--- src/rtl/coverage_stall_monitor_pkg.sv ---
// Shared types for the coverage stall monitor: FSM states,
// cause encodings and a width-generic saturating increment.
package cov_mon_pkg;

    typedef enum logic [1:0] {
        IDLE,
        ARMED,
        FIRED,
        COOL
    } mon_state_t;

    typedef logic [1:0] cause_t;

    localparam cause_t CAUSE_NONE  = 2'b00;
    localparam cause_t CAUSE_STALL = 2'b01;
    localparam cause_t CAUSE_WDOG  = 2'b10;
    localparam cause_t CAUSE_BOTH  = 2'b11;

    // Increment v, holding at 2**w-1.
    function automatic logic [63:0] sat_inc(
        input logic [63:0] v,
        input int          w
    );
        logic [63:0] lim;
        lim = (w >= 64) ? '1 : ((64'd1 << w) - 64'd1);
        return (v >= lim) ? lim : v + 64'd1;
    endfunction

endpackage

--- src/rtl/coverage_stall_monitor_if.sv ---
// Probe/interrupt bundle of the coverage stall monitor.
// master: probe/ack driver; slave: the monitor.
interface coverage_stall_monitor_if #(
    parameter int NUM_CH = 4,
    parameter int COV_W  = 30
);
    logic                      enable;
    logic                      round_start;
    logic [NUM_CH-1:0]         ch_mask;
    logic [NUM_CH*COV_W-1:0]   cov;
    logic [63:0]               tohost;
    logic                      irq_ack;
    logic                      interrupt;
    logic [1:0]                cause;
    logic [NUM_CH-1:0]         stall_vec;

    modport master (
        output enable, round_start, ch_mask, cov, tohost, irq_ack,
        input  interrupt, cause, stall_vec
    );

    modport slave (
        input  enable, round_start, ch_mask, cov, tohost, irq_ack,
        output interrupt, cause, stall_vec
    );
endinterface

--- src/rtl/coverage_stall_monitor_channel.sv ---
// One coverage probe channel: tracks last value, counts idle cycles,
// compares against a coverage-scaled threshold.
// Ports: clock, reset_n, clr (restart), freeze (hold), tclr (tohost
// clear), mask, cov (probe) -> stall (masked over-threshold flag).
module cov_stall_channel
    import cov_mon_pkg::*;
#(
    parameter int COV_W       = 30,
    parameter int CNT_W       = 32,
    parameter int BASE_WAIT   = 1000,
    parameter int SCALE_SHIFT = 19
) (
    input  logic             clock,
    input  logic             reset_n,
    input  logic             clr,
    input  logic             freeze,
    input  logic             tclr,
    input  logic             mask,
    input  logic [COV_W-1:0] cov,
    output logic             stall
);
    localparam int TW = CNT_W + COV_W;

    logic [COV_W-1:0] pre_cov;
    logic [CNT_W-1:0] cnt;
    logic [TW-1:0]    thr_full;
    logic [CNT_W-1:0] thr;

    // Wide product cannot overflow; clamp into counter range.
    assign thr_full = TW'(BASE_WAIT)
                    * (TW'(cov >> SCALE_SHIFT) + TW'(1));
    assign thr = (|thr_full[TW-1:CNT_W]) ? '1
                                         : thr_full[CNT_W-1:0];
    assign stall = mask & (cnt >= thr);

    always_ff @(negedge clock or negedge reset_n) begin
        if (!reset_n) begin
            cnt     <= '0;
            pre_cov <= '0;
        end else if (clr) begin
            cnt     <= '0;
            pre_cov <= cov;
        end else if (!freeze) begin
            if (cov != pre_cov) pre_cov <= cov;
            if (tclr || (cov != pre_cov)) cnt <= '0;
            else cnt <= CNT_W'(sat_inc(64'(cnt), CNT_W));
        end
    end

endmodule

--- src/rtl/coverage_stall_monitor.sv ---
// Multi-channel coverage stall / round watchdog interrupt source.
// Ports: clock, reset_n, bus (slave): enable, round_start, ch_mask,
// cov, tohost, irq_ack in; interrupt, cause, stall_vec out.
module coverage_stall_monitor
    import cov_mon_pkg::*;
#(
    parameter int NUM_CH      = 4,
    parameter int COV_W       = 30,
    parameter int CNT_W       = 32,
    parameter int BASE_WAIT   = 1000,
    parameter int SCALE_SHIFT = 19,
    parameter int WDOG_LIMIT  = 50000,
    parameter int PULSE_MODE  = 0
) (
    input  logic                  clock,
    input  logic                  reset_n,
    coverage_stall_monitor_if.slave bus
);
    localparam logic [CNT_W+31:0] WLIM = (CNT_W+32)'(WDOG_LIMIT);

    mon_state_t        state;
    logic [CNT_W-1:0]  wdog;
    logic [NUM_CH-1:0] stall_w;
    logic              clr;
    logic              freeze;
    logic              stall_hit;
    logic              wdog_hit;
    cause_t            hit_cause;
    logic              unused_tohost;

    assign unused_tohost = ^bus.tohost[63:1];

    // Disable, new round and the cool-down state all restart counting.
    assign clr    = !bus.enable || bus.round_start || (state == COOL);
    assign freeze = (state == FIRED);

    for (genvar i = 0; i < NUM_CH; i++) begin : g_ch
        cov_stall_channel #(
            .COV_W       (COV_W),
            .CNT_W       (CNT_W),
            .BASE_WAIT   (BASE_WAIT),
            .SCALE_SHIFT (SCALE_SHIFT)
        ) u_ch (
            .clock   (clock),
            .reset_n (reset_n),
            .clr     (clr),
            .freeze  (freeze),
            .tclr    (bus.tohost[0]),
            .mask    (bus.ch_mask[i]),
            .cov     (bus.cov[i*COV_W +: COV_W]),
            .stall   (stall_w[i])
        );
    end

    assign bus.stall_vec = stall_w;

    // Empty mask never counts as "all stalled".
    assign stall_hit = (|bus.ch_mask) & (&(stall_w | ~bus.ch_mask));
    assign wdog_hit  = ({32'd0, wdog} >= WLIM);

    always_comb begin
        hit_cause = CAUSE_NONE;
        if (stall_hit && wdog_hit) hit_cause = CAUSE_BOTH;
        else if (wdog_hit)         hit_cause = CAUSE_WDOG;
        else if (stall_hit)        hit_cause = CAUSE_STALL;
    end

    always_ff @(negedge clock or negedge reset_n) begin
        if (!reset_n) begin
            wdog <= '0;
        end else if (clr) begin
            wdog <= '0;
        end else if (!freeze) begin
            if (bus.tohost[0]) wdog <= '0;
            else wdog <= CNT_W'(sat_inc(64'(wdog), CNT_W));
        end
    end

    always_ff @(negedge clock or negedge reset_n) begin
        if (!reset_n) begin
            state         <= IDLE;
            bus.interrupt <= 1'b0;
            bus.cause     <= CAUSE_NONE;
        end else if (!bus.enable) begin
            state         <= IDLE;
            bus.interrupt <= 1'b0;
            bus.cause     <= CAUSE_NONE;
        end else if (bus.round_start) begin
            state         <= ARMED;
            bus.interrupt <= 1'b0;
            bus.cause     <= CAUSE_NONE;
        end else begin
            unique case (state)
                IDLE: state <= ARMED;
                ARMED: begin
                    if (stall_hit || wdog_hit) begin
                        state         <= FIRED;
                        bus.interrupt <= 1'b1;
                        bus.cause     <= hit_cause;
                    end
                end
                FIRED: begin
                    // Pulse mode: high only on the entry cycle.
                    if (PULSE_MODE != 0) bus.interrupt <= 1'b0;
                    if (bus.irq_ack) begin
                        state         <= COOL;
                        bus.interrupt <= 1'b0;
                    end
                end
                COOL: begin
                    state     <= ARMED;
                    bus.cause <= CAUSE_NONE;
                end
            endcase
        end
    end

endmodule
--- src/flat_wrapper.sv ---
// flat-port wrapper written by rule: the top's interface ports become plain ports
module coverage_stall_monitor_flat import cov_mon_pkg::*;
#(
    parameter int NUM_CH      = 4,
    parameter int COV_W       = 30,
    parameter int CNT_W       = 32,
    parameter int BASE_WAIT   = 1000,
    parameter int SCALE_SHIFT = 19,
    parameter int WDOG_LIMIT  = 50000,
    parameter int PULSE_MODE  = 0
)
  (clock, reset_n, bus_enable, bus_round_start, bus_ch_mask, bus_cov, bus_tohost, bus_irq_ack, bus_interrupt, bus_cause, bus_stall_vec);
  coverage_stall_monitor_if #(.NUM_CH(NUM_CH), .COV_W(COV_W)) bus_i ();
  input  logic clock;
  input  logic reset_n;
  input wire logic [$bits(bus_i.enable)-1:0] bus_enable;
  input wire logic [$bits(bus_i.round_start)-1:0] bus_round_start;
  input wire logic [$bits(bus_i.ch_mask)-1:0] bus_ch_mask;
  input wire logic [$bits(bus_i.cov)-1:0] bus_cov;
  input wire logic [$bits(bus_i.tohost)-1:0] bus_tohost;
  input wire logic [$bits(bus_i.irq_ack)-1:0] bus_irq_ack;
  output wire logic [$bits(bus_i.interrupt)-1:0] bus_interrupt;
  output wire logic [$bits(bus_i.cause)-1:0] bus_cause;
  output wire logic [$bits(bus_i.stall_vec)-1:0] bus_stall_vec;
  assign bus_i.enable = bus_enable;
  assign bus_i.round_start = bus_round_start;
  assign bus_i.ch_mask = bus_ch_mask;
  assign bus_i.cov = bus_cov;
  assign bus_i.tohost = bus_tohost;
  assign bus_i.irq_ack = bus_irq_ack;
  assign bus_interrupt = bus_i.interrupt;
  assign bus_cause = bus_i.cause;
  assign bus_stall_vec = bus_i.stall_vec;
  coverage_stall_monitor #(.NUM_CH(NUM_CH), .COV_W(COV_W), .CNT_W(CNT_W), .BASE_WAIT(BASE_WAIT), .SCALE_SHIFT(SCALE_SHIFT), .WDOG_LIMIT(WDOG_LIMIT), .PULSE_MODE(PULSE_MODE)) u_core (.clock(clock), .reset_n(reset_n), .bus(bus_i));
endmodule
--- config.mk ---
export PLATFORM = sky130hd
export DESIGN_NAME = coverage_stall_monitor_flat
export DESIGN_NICKNAME = d
export VERILOG_FILES = /design/src/rtl/coverage_stall_monitor_pkg.sv /design/src/rtl/coverage_stall_monitor_if.sv /design/src/rtl/coverage_stall_monitor_channel.sv /design/src/rtl/coverage_stall_monitor.sv /design/src/flat_wrapper.sv
export SDC_FILE = /design/constraint.sdc
export NUM_CORES = 1
export LEC_CHECK = 0
export BUFFER_PORTS_ARGS = -buffer_cell sky130_fd_sc_hd__buf_4
export CAP_MARGIN = 15
export CORE_ASPECT_RATIO = 0.7
export CORE_MARGIN = 1
export CORE_UTILIZATION = 55
export DETAILED_ROUTE_END_ITERATION = 16
export PLACE_DENSITY = 0.75
export SKIP_CTS_REPAIR_TIMING = 1
export SLEW_MARGIN = 20
export SYNTH_ARGS = -nofsm -noshare
export SYNTH_HDL_FRONTEND = slang
export SYNTH_SLANG_ARGS = --single-unit
export TNS_END_PERCENT = 5
--- constraint.sdc ---
create_clock -name clock -period 10.6 [get_ports clock]
set_input_delay 0.53 -clock clock [delete_from_list [all_inputs] [get_ports clock]]
set_output_delay 0.53 -clock clock [all_outputs]
set_load 0.02 [all_outputs]
==> results.sh <==
export IMPL_syn_nets=3606
export IMPL_final_nets=4061
export IMPL_cts_buffers=30
export IMPL_grt_ovfl_total=0
export IMPL_synth_xor_area_share_pct=8.49
export IMPL_antenna_found_initial=0
export IMPL_syn_cell_area_um2=26200
export IMPL_synth_ff_type="dfrtn_1"
export IMPL_worst_slack_ps=-1190
export IMPL_grt_max_degree=187
export IMPL_synth_compound_area_share_pct=13.8
export IMPL_timing_hold_ws_ps=451
export IMPL_yosysWarnings=0
export IMPL_ys_seq_elements=285
export IMPL_hold_viol_final=0
export IMPL_synth_edf_count=0
export IMPL_drv_cap=0
export IMPL_holdCritPathClass="register to register"
export IMPL_coreArea_um2=46700
export IMPL_clk_pin_slew_ps=50
export IMPL_violations="setup timing"
export IMPL_synth_top_cell_area_share_pct=27.2
export IMPL_yosys_area_share_adder_pct=22.2
export IMPL_synthToLayoutAreaGrowth_pct=21.7
export IMPL_critPathLaunchType="primary input"
export IMPL_first_pass_iters=6
export IMPL_rsz0062_at_grt="yes"
export IMPL_setup_viol=5
export IMPL_wl_um=65300
export IMPL_grt_pass1_wl_um=109000
export IMPL_n_antenna_cell=0
export IMPL_synthTopCellsByArea="dfrtn_1 27%, ha_1 12%, fa_1 9.8%"
export IMPL_drt_iter0_markers=1847
export IMPL_layout_common_cells="514 x buf_4, 356 x inv_1, 321 x o21ai_0, 285 x dfrtn_1, 257 x ha_1"
export IMPL_wl_met2_um=30500
export IMPL_clk_path_buf_depth=3
export IMPL_critPathSlowestCell="fa_1"
export IMPL_crit_type="primary input to register"
export IMPL_grt_usage_pct=26.7
export IMPL_run_status="finished, violations left"
export IMPL_fin_skew_ps=14.8
export IMPL_tightest_slew_ps=1070
export IMPL_gp_congestion=0.887
export IMPL_cts_sinks=285
export IMPL_worstPathRequired_ps=5700
export IMPL_dieArea_um2=48500
export IMPL_report_final_slew_viol_count=0
export IMPL_async_flop_share_pct=100
export IMPL_cts_tree="done"
export IMPL_relSlewSlack_pct=28.3
export IMPL_max_stage_delay_ps=570
export IMPL_start_util_pct=56.0
export IMPL_yosysUniqueCellTypes=78
export IMPL_path_common_cell="buf_4"
export IMPL_syn_area_per_cell_um2=8.66
export IMPL_vias=23200
export IMPL_die_h_um=185
export IMPL_drc_errors=0
export IMPL_seq_area_frac_synth_pct=27.2
export IMPL_io_buffers=136
export IMPL_cp_end_kind="register"
export IMPL_ir_drop_mv=0.175
export IMPL_wl_met3_um=3490
export IMPL_fin_setup_tns_ps=-5790
export IMPL_p_leak_nw=15.2
export IMPL_path_max_fanout=5
export IMPL_crit_arrival_ps=6890
export IMPL_viasPerCell=5.64
export IMPL_synthCells=3026
export IMPL_wl_met1_um=29900
export IMPL_yosys_area_share_simple_pct=16.5
export IMPL_synthMuxAreaShare_pct=4.96
export IMPL_hpwl_um=49500
export IMPL_pin_count=200
export IMPL_top_layer_used="met5"
export IMPL_cts_max_level=1
export IMPL_yosysTopAreaCell="dfrtn_1"
export IMPL_dp_slack_ps=-2070
export IMPL_synth_top_family_by_area="adder cells"
export IMPL_wl_per_cell_um=15.9
export IMPL_powerDensity_nw_per_um2=199
export IMPL_fillers=3596
export IMPL_layout_commonest_cell="buf_4"
export IMPL_drive_above_1_share_pct=21.9
export IMPL_rows=66
export IMPL_drtAntennaViolNets=0
export IMPL_clockRootBuffer="clkbuf_16"
export IMPL_die_w_um=263
export IMPL_clk_latency_ps=570
export IMPL_grt_pass1_vias=22800
==> through the flow <==
stage / utilization, % / instance area (um2) / std cells / power [mW]
2_1_floorplan: - / 26400 / 3026 / 3.68
3_3_place_gp: 65.4 / 30600 / 4051 / 4.99
3_5_place_dp: 65.4 / 30600 / 4051 / 5.20
4_1_cts: 67.5 / 31600 / 4105 / 6.30
5_1_grt: 68.2 / 31900 / 4115 / 6.98
6_report: 68.2 / 31900 / 4115 / 6.35
==> registers in the layout, summed over array words and instances (netlist names) <==
name and cells:
u_core.g_ch.u_ch.cnt 128, u_core.g_ch.u_ch.pre_cov 120, u_core.wdog 32, u_core.bus.cause 2, u_core.state 2, u_core.bus.interrupt 1
==> synth_stat cells, drive strengths merged, types with 53 or more instances <==
library cell    n
fa            128
mux2          111
and3           53
a21oi         142
clkbuf         76
nor2          225
a31oi          57
nor3           68
xor2          150
o21ai         331
nor4           57
nand3          95
dfrtn         285
ha            259
nand2         231
xnor2         104
inv           360
==> kinds of logic (layout without fill, tap and decap cells) <==
| kind of cell | after synthesis | after routing |
|---|---|---|
| XOR/XNOR | 254 | 254 |
| adder cells (fa/ha/maj) | 389 | 389 |
| multiplexers | 116 | 116 |
| AO/OA/AOI/OAI | 641 | 641 |
| buffers and inverters | 458 | 935 |
| AND/OR/NAND/NOR | 883 | 883 |
| flip-flops | 285 | 285 |
==> critical path: cells and delay by family <==
kind,cells,cell delay [ps]
adders and majority gates,7,2610
and+or+nand+nor,6,1060
buffers and inverters,7,820
AOI/OAI and AO/OA,6,1390
xor gates and xnor gates,2,430
==> power breakdown <==
group	internal [mW]	switching (mW)
combinational	2.10	2.04
sequential	1.12	0.0208
clock	0.595	0.469
==> routing by layer <==
| layer | vias to the layer above | GRT usage [%] |
|---|---|---|
| met5 | - | 0.501 |
| met4 | 2 | 6.15 |
| met3 | 94 | 3.38 |
| met2 | 652 | 44.0 |
| met1 | 11200 | 37.5 |
| li1 | 11300 | - |
==> final cells by class <==
type	instances	area, um2	share of cell area (%)
Timing Repair Buffer	519	3950	12.4
Sequential cell	285	7130	22.4
Clock inverter	11	68.8	0.216
Clock buffer	43	911	2.86
Multi-Input combinational cell	2283	17700	55.5
Inverter	362	1360	4.27
Tap cell	612	766	2.40
==> final timing paths <==
check	startpoint	to	slack [ps]	cells past startpoint
setup / recovery	bus_cov[49]	u_core.bus.interrupt$_DFFE_NN0P_	-1190	28
hold / removal	u_core.g_ch[1].u_ch.pre_cov[19]$_DFFE_NN0P_	u_core.g_ch[1].u_ch.pre_cov[19]$_DFFE_NN0P_	450	2
setup reg to reg	u_core.state[0]$_DFFE_NN0P_	u_core.g_ch[3].u_ch.cnt[30]$_DFFE_NN0P_	7320	9
hold reg to reg	u_core.g_ch[1].u_ch.pre_cov[19]$_DFFE_NN0P_	u_core.g_ch[1].u_ch.pre_cov[19]$_DFFE_NN0P_	450	2
max in group asynchronous	reset_n	u_core.g_ch[3].u_ch.pre_cov[18]$_DFFE_NN0P_	4190	3
min in group asynchronous	reset_n	u_core.g_ch[1].u_ch.cnt[17]$_DFFE_NN0P_	5040	1
(Power assumes the default switching activity.)
